$ cat src/rtl/cfg_image_sequencer.sv
// Configuration image sequencer: reads the boot pointer from the flash
// controller, hands flash to the PFL, pulses reconfigure/reset, supervises
// CONF_DONE/nSTATUS with retries and falls back to the factory image (page 0).
//
// state     | meaning
// ----------+-----------------------------------------------------------
// BOOT_WAIT | wait for the initial configuration to report CONF_DONE
// READ_PTR  | flash controller owns flash, reading the boot pointer
// HANDBACK  | one guard cycle before the PFL takes the flash back
// RECONF    | pfl_nreconfigure held low for CFG_CYC cycles
// PFL_RST   | pfl_nreset held low for RST_CYC cycles
// WAIT_DONE | wait for CONF_DONE; nSTATUS low or timeout is a failure
// IDLE      | configured; accepts next_req / sel_valid
// FAIL      | factory image failed too; terminal until reset
module cfg_image_sequencer #(
    parameter int NUM_IMAGES = 3,
    parameter int PGM_W      = 3,
    parameter int CFG_CYC    = 16777215,
    parameter int RST_CYC    = 16777215,
    parameter int TMO_CYC    = 268435455,
    parameter int MAX_RETRY  = 2
) (
    input  logic             clkin_max_100,
    input  logic             sys_resetn,
    input  logic             fpga_conf_done,
    input  logic             fpga_statusn,
    input  logic             next_req,
    input  logic             sel_valid,
    input  logic [PGM_W-1:0] sel_page,
    input  logic             rd_done,
    input  logic [PGM_W-1:0] rd_page,
    output logic             pfl_flash_access,
    output logic             fl_req,
    output logic [PGM_W-1:0] fpga_pgm,
    output logic             pfl_nreconfigure,
    output logic             pfl_nreset,
    output logic             cfg_error,
    output logic [3:0]       state_dbg
);

    localparam int CNT_MAX_VAL = (CFG_CYC > RST_CYC)
                               ? ((CFG_CYC > TMO_CYC) ? CFG_CYC : TMO_CYC)
                               : ((RST_CYC > TMO_CYC) ? RST_CYC : TMO_CYC);
    localparam int CNT_W = $clog2(CNT_MAX_VAL + 1);
    localparam int RTY_W = (MAX_RETRY < 1) ? 1 : $clog2(MAX_RETRY + 1);

    // Terminal counts: the counter starts at 0 on state entry, so a state
    // lasting N cycles leaves when the counter reads N-1.
    localparam logic [CNT_W-1:0] CFG_TC  = CNT_W'(CFG_CYC - 1);
    localparam logic [CNT_W-1:0] RST_TC  = CNT_W'(RST_CYC - 1);
    localparam logic [CNT_W-1:0] TMO_TC  = CNT_W'(TMO_CYC - 1);
    localparam logic [CNT_W-1:0] CNT_TOP = CNT_W'(CNT_MAX_VAL);
    localparam logic [RTY_W-1:0] RTY_MAX = RTY_W'(MAX_RETRY);
    localparam logic [PGM_W:0]   NUM_IMG = (PGM_W + 1)'(NUM_IMAGES);
    localparam logic [PGM_W-1:0] LAST_IMG = PGM_W'(NUM_IMAGES - 1);

    typedef enum logic [3:0] {
        S_BOOT_WAIT = 4'd0,
        S_READ_PTR  = 4'd1,
        S_HANDBACK  = 4'd2,
        S_RECONF    = 4'd3,
        S_PFL_RST   = 4'd4,
        S_WAIT_DONE = 4'd5,
        S_IDLE      = 4'd6,
        S_FAIL      = 4'd7
    } state_t;

    state_t           state_q, state_d;
    logic [CNT_W-1:0] cnt_q, cnt_d, cnt_inc;
    logic [PGM_W-1:0] pgm_q, pgm_d;
    logic             err_q, err_d;
    logic [RTY_W-1:0] retry_q, retry_d;
    logic [1:0]       conf_sync_q, conf_sync_d;
    logic [1:0]       stat_sync_q, stat_sync_d;
    logic             conf_done_s, statusn_s;
    logic             sel_ok, rd_ok;

    assign conf_done_s = conf_sync_q[1];
    assign statusn_s   = stat_sync_q[1];
    assign sel_ok      = {1'b0, sel_page} < NUM_IMG;
    assign rd_ok       = {1'b0, rd_page} < NUM_IMG;
    assign fpga_pgm    = pgm_q;
    assign cfg_error   = err_q;
    assign state_dbg   = state_q;

    // Next-state, retry/fallback policy and state-decoded outputs.
    always_comb begin
        state_d          = state_q;
        pgm_d            = pgm_q;
        err_d            = err_q;
        retry_d          = retry_q;
        conf_sync_d      = {conf_sync_q[0], fpga_conf_done};
        stat_sync_d      = {stat_sync_q[0], fpga_statusn};
        cnt_inc          = (cnt_q == CNT_TOP) ? cnt_q : cnt_q + CNT_W'(1);
        pfl_flash_access = 1'b1;
        fl_req           = 1'b1;
        pfl_nreconfigure = 1'b1;
        pfl_nreset       = 1'b1;
        case (state_q)
            S_BOOT_WAIT: begin
                if (conf_done_s) begin
                    state_d = S_READ_PTR;
                end else if (cnt_q == TMO_TC) begin
                    state_d = S_FAIL;
                    err_d   = 1'b1;
                end
            end
            S_READ_PTR: begin
                pfl_flash_access = 1'b0;
                fl_req           = 1'b0;
                if (rd_done) begin
                    pgm_d   = rd_ok ? rd_page : '0;
                    state_d = S_HANDBACK;
                end
            end
            S_HANDBACK: begin
                pfl_flash_access = 1'b0;
                state_d          = S_RECONF;
            end
            S_RECONF: begin
                pfl_nreconfigure = 1'b0;
                if (cnt_q == CFG_TC) state_d = S_PFL_RST;
            end
            S_PFL_RST: begin
                pfl_nreset = 1'b0;
                if (cnt_q == RST_TC) state_d = S_WAIT_DONE;
            end
            S_WAIT_DONE: begin
                if (conf_done_s) begin
                    state_d = S_IDLE;
                    retry_d = '0;
                end else if (!statusn_s || (cnt_q == TMO_TC)) begin
                    if (retry_q < RTY_MAX) begin
                        retry_d = retry_q + RTY_W'(1);
                        state_d = S_RECONF;
                    end else if (pgm_q != '0) begin
                        pgm_d   = '0;
                        err_d   = 1'b1;
                        retry_d = '0;
                        state_d = S_RECONF;
                    end else begin
                        state_d = S_FAIL;
                    end
                end
            end
            S_IDLE: begin
                // sel_valid wins over next_req even when its page is out of range
                if (sel_valid) begin
                    if (sel_ok) begin
                        pgm_d   = sel_page;
                        state_d = S_RECONF;
                    end
                end else if (next_req) begin
                    pgm_d   = (pgm_q == LAST_IMG) ? '0 : pgm_q + PGM_W'(1);
                    state_d = S_RECONF;
                end
            end
            S_FAIL: begin
                state_d = S_FAIL;
            end
            default: begin
                state_d = S_BOOT_WAIT;
            end
        endcase
        cnt_d = (state_d != state_q) ? '0 : cnt_inc;
    end

    // State, counters and synchronisers; reset aborts any pulse in progress.
    always_ff @(posedge clkin_max_100 or negedge sys_resetn) begin
        if (!sys_resetn) begin
            state_q     <= S_BOOT_WAIT;
            cnt_q       <= '0;
            pgm_q       <= '0;
            err_q       <= 1'b0;
            retry_q     <= '0;
            conf_sync_q <= '0;
            stat_sync_q <= '0;
        end else begin
            state_q     <= state_d;
            cnt_q       <= cnt_d;
            pgm_q       <= pgm_d;
            err_q       <= err_d;
            retry_q     <= retry_d;
            conf_sync_q <= conf_sync_d;
            stat_sync_q <= stat_sync_d;
        end
    end

endmodule
$ cat config.mk
export PLATFORM = sky130hd
export DESIGN_NAME = cfg_image_sequencer
export DESIGN_NICKNAME = d
export VERILOG_FILES = /design/src/rtl/cfg_image_sequencer.sv
export SDC_FILE = /design/constraint.sdc
export NUM_CORES = 1
export LEC_CHECK = 0
export ABC_AREA = 1
export BUFFER_PORTS_ARGS = -buffer_cell sky130_fd_sc_hd__buf_2
export CORE_ASPECT_RATIO = 0.9
export CORE_MARGIN = 4
export CORE_UTILIZATION = 50
export DETAILED_ROUTE_END_ITERATION = 7
export GPL_ROUTABILITY_DRIVEN = 1
export PLACE_DENSITY = 0.75
export SYNTH_ARGS = -nofsm -noshare
export SYNTH_HDL_FRONTEND = slang
export SYNTH_SLANG_ARGS = --single-unit
$ cat constraint.sdc
create_clock -name clkin_max_100 -period 3.6 [get_ports clkin_max_100]
set_input_delay 0.54 -clock clkin_max_100 [delete_from_list [all_inputs] [get_ports clkin_max_100]]
set_output_delay 0.54 -clock clkin_max_100 [all_outputs]
set_load 0.01 [all_outputs]
==> impl_metrics.csv <==
group,metric,value,unit
synthesis,synth_edf_count,0,
pwr,power.density_cell_area,432,nW/um^2
flow_run,cap_viol_max_count,0,
sta,period_share,0.726,
worst_setup_path,start_kind,"register",
sta,setup-violations-final,0,
floorplan,core,5350,um^2
floorplan,start_util,0.524,
worst_setup_path,rr_worst_depth,14,
clocking,cts_tree,"yes",
finish,drive_above_1_share,0.229,
global_route,grt_pass1_vias,2131,
synthesis,synthArstFlopShare,1.00,
synthesis,seq_area_frac_synth,0.375,
worst_setup_path,cp_max_fo,28,
synthesis,synthFlopType,"dfrtp_1",
synthesis,synth-seq-cells,42,
clocking,cts_setup_buffers,0,
finish,multiInputGateArea,1510,um^2
synthesis,synthTopCellsByCount,"76 x nand2_1, 51 x inv_1, 42 x dfrtp_1, 38 x nor2_1, 25 x nand3_1",
global_route,antenna_found_initial,0,
worst_setup_path,critPathSlowestCell,"nand4_4",
synthesis,syn_nets,372,
finish,antenna_cells,0,
sta,fmax,383,MHz
pwr,p_sw_frac,0.366,
worst_setup_path,cp_cell_sequence,"inv_1 > ha_1 > inv_1 > nor2_2 > nand2_4 > nor2_8 > nand2_4 > nand2_4 > nand2_2 > nand2_2 > nor2_2 > nand2_2 > nand4_4 > nor2_1",
finish,fill_cells,511,
floorplan,io_pins,25,
clocking,cts_buffer_depth,2,
drt,antenna_left,0,
run_status,outcome,"finished, final reports clean",
finish,regArea,1050,um^2
sta,fin_skew,5.62,ps
clocking,cts_buffers,5,
sta,maxSlewHeadroom,0.377,
global_route,grtUsageTotal,0.175,
clocking,clock_sinks,42,
worst_setup_path,cp-end-kind,"register",
worst_setup_path,reg2reg_slack,990,ps
pwr,combPwrFrac,0.303,
synthesis,syn_inst,357,
finish,fin_area,3080,um^2
drt,firstDrtPassIters,4,
drt,vias,2275,
pwr,finalPower,1.33,mW
worst_setup_path,slowest_delay,680,ps
sta,rsz0062_at_grt,"no",
placed_design,gp_congestion,0.913,
synthesis,ys_types,35,
clocking,path_clk_slew,80,ps
worst_hold_path,whs_endpoint,"conf_sync_q[0]$_DFF_PN0_",
floorplan,dieArea,6870,um^2
pwr,vdd_ir_drop_max,0.353,mV
clocking,insertion_delay,290,ps
sta,setup_tns,0,ps
floorplan,dieHeight,79.1,um
finish,num-nets-final,400,
drt,drt_iter0_drc,157,
synthesis,yosysTopAreaCell,"dfrtp_1",
clocking,cts_hold_buf,0,
synthesis,syn_area_per_cell,7.86,um^2
synthesis,ys_warn_count,0,
sta,fin_crit,2610,ps
worst_hold_path,hold_path_class,"in2reg",
synthesis,yosysTopAreaCellShare,0.375,
placed_design,port-buffer-count,24,
placed_design,place_hpwl,4.17,mm
placed_design,placed_area,2960,um^2
sta,worst_pin_slew,934,ps
worst_setup_path,worstSetupPathType,"reg2reg",
pwr,p_seq_frac,0.415,
synthesis,synth.area.top_cells,"dfrtp_1 37%, nand2_1 10%, nor2_4 8.8%, inv_1 6.8%, nor2_1 5.1%",
drt,drc,0,
clocking,htreeDepth,2,
pwr,leakagePower,1.40,nW
worst_setup_path,worstReg2RegStart,"cnt_q[0]$_DFFE_PN0P_",
global_route,grt_max_degree,43,
global_route,grt_overflow,0,
worst_setup_path,required,3790,ps
pwr,clkPwrFrac,0.282,
synthesis,netlist_area,2810,um^2
pwr,p_int,0.844,mW
worst_hold_path,min_from,"fpga_conf_done",
finish,syn2layout_area_growth,9.68,%
floorplan,die_x,87.0,um
worst_setup_path,crit_arrival,2800,ps
drt,wire_per_inst,11.9,um
worst_hold_path,min_path_cells,1,
pwr,p_sw,0.486,mW
sta,hold_viol,0,
synthesis,yosysMostFrequentCell,"nand2_1",
global_route,grt_pass1_wl,9.52,mm
drt,via_per_inst,5.03,
drt,wirelength,5.38,mm
clocking,postCtsResizedCells,0,
worst_setup_path,timing.rr.end,"cnt_q[9]$_DFFE_PN0P_",
floorplan,rows,25,
clocking,cts-root-buf,"clkbuf_8",
sta,slew_violations,0,
## sequential cells by signal (all words and copies together), names as in the netlist
register and count:
cfg_error 1, cnt_q 28, conf_sync_q 2, fpga_pgm 3
retry_q 2, stat_sync_q 2, state_dbg 4
## critical path, delay by kind of cell (launching register included)
family | cells | cell delay [ps]
flip-flops | 1 | 410
AND/OR/NAND/NOR | 11 | 1790
adder cells (fa/ha/maj) | 1 | 140
buffers and inverters | 2 | 140
## area by class of cell
class,count,share of cell area
well taps,67,0.0272
clock buffers,6,0.0268
clock inverters,1,0.00976
multi-input cells,258,0.490
repair buffers,24,0.0390
flip-flops and latches,42,0.342
inverters,54,0.0659
## per-stage QoR
| stage | hold slack (ps) | util | worst slack (ps) | instances |
|---|---|---|---|---|
| global route | 327 | 0.575 | 767 | 452 |
| floorplan | 244 | - | 1680 | 357 |
| global placement | 334 | 0.554 | 1060 | 445 |
| finish | 353 | 0.575 | 987 | 452 |
| CTS | 340 | 0.575 | 937 | 452 |
| detailed placement | 340 | 0.554 | 970 | 445 |
## kinds of logic (layout without fill, tap and decap cells)
| logic type | count (synthesis) | count (layout) | share of synthesized area |
|---|---|---|---|
| compound gates | 34 | 34 | 0.0718 |
| xor+xnor | 12 | 12 | 0.0375 |
| fa+ha+maj | 2 | 2 | 0.00892 |
| buf+inv | 57 | 85 | 0.0883 |
| flops | 42 | 42 | 0.375 |
| other cells | 1 | 1 | 0.00134 |
| simple gates | 209 | 209 | 0.417 |
## placed cells by master (no fill, tap or decap), types with 2 or more instances in the layout
cell type,netlist,routed
nor4_1,2,2
nand2_2,7,7
inv_2,3,3
a21oi_1,9,9
nor2_1,38,38
nand3_2,2,2
nand4_1,10,10
nor2_2,9,9
o21ai_0,17,17
xor2_1,10,10
nor3_1,6,6
buf_2,1,24
a31o_2,2,2
inv_1,51,51
ha_1,2,2
nand2_1,76,76
nor2_4,22,22
nand2_4,6,6
dfrtp_1,42,42
xnor2_1,2,2
clkbuf_8,0,6
nand3_1,25,25
## layer usage
metal	wire, um	track usage
met2	2420	0.265
met3	210	0.0363
met1	2670	0.249
met4	82	0.0592
met5	0	0
## how the worst max path moves through the flow
| stage | from | end | slack, ps | cells after the start |
|---|---|---|---|---|
| floorplan | cnt_q[0]$_DFFE_PN0P_ | cnt_q[24]$_DFFE_PN0P_ | 1680 | 13 |
| global placement | cnt_q[0]$_DFFE_PN0P_ | cnt_q[5]$_DFFE_PN0P_ | 1060 | 12 |
| detailed placement | cnt_q[0]$_DFFE_PN0P_ | cnt_q[9]$_DFFE_PN0P_ | 970 | 12 |
| CTS | cnt_q[0]$_DFFE_PN0P_ | cnt_q[9]$_DFFE_PN0P_ | 940 | 12 |
| global route | cnt_q[0]$_DFFE_PN0P_ | cnt_q[6]$_DFFE_PN0P_ | 770 | 14 |
| finish | cnt_q[0]$_DFFE_PN0P_ | cnt_q[9]$_DFFE_PN0P_ | 990 | 14 |
## power groups by stage
stage / clock network, mW / logic (mW) / registers (mW)
detailed placement: 0 / 0.408 / 0.562
CTS: 0.386 / 0.410 / 0.553
floorplan: 0 / 0.355 / 0.556
finish: 0.375 / 0.403 / 0.552
global placement: 0 / 0.404 / 0.560
global route: 0.415 / 0.441 / 0.558
Power figures use the tool's default switching activity.
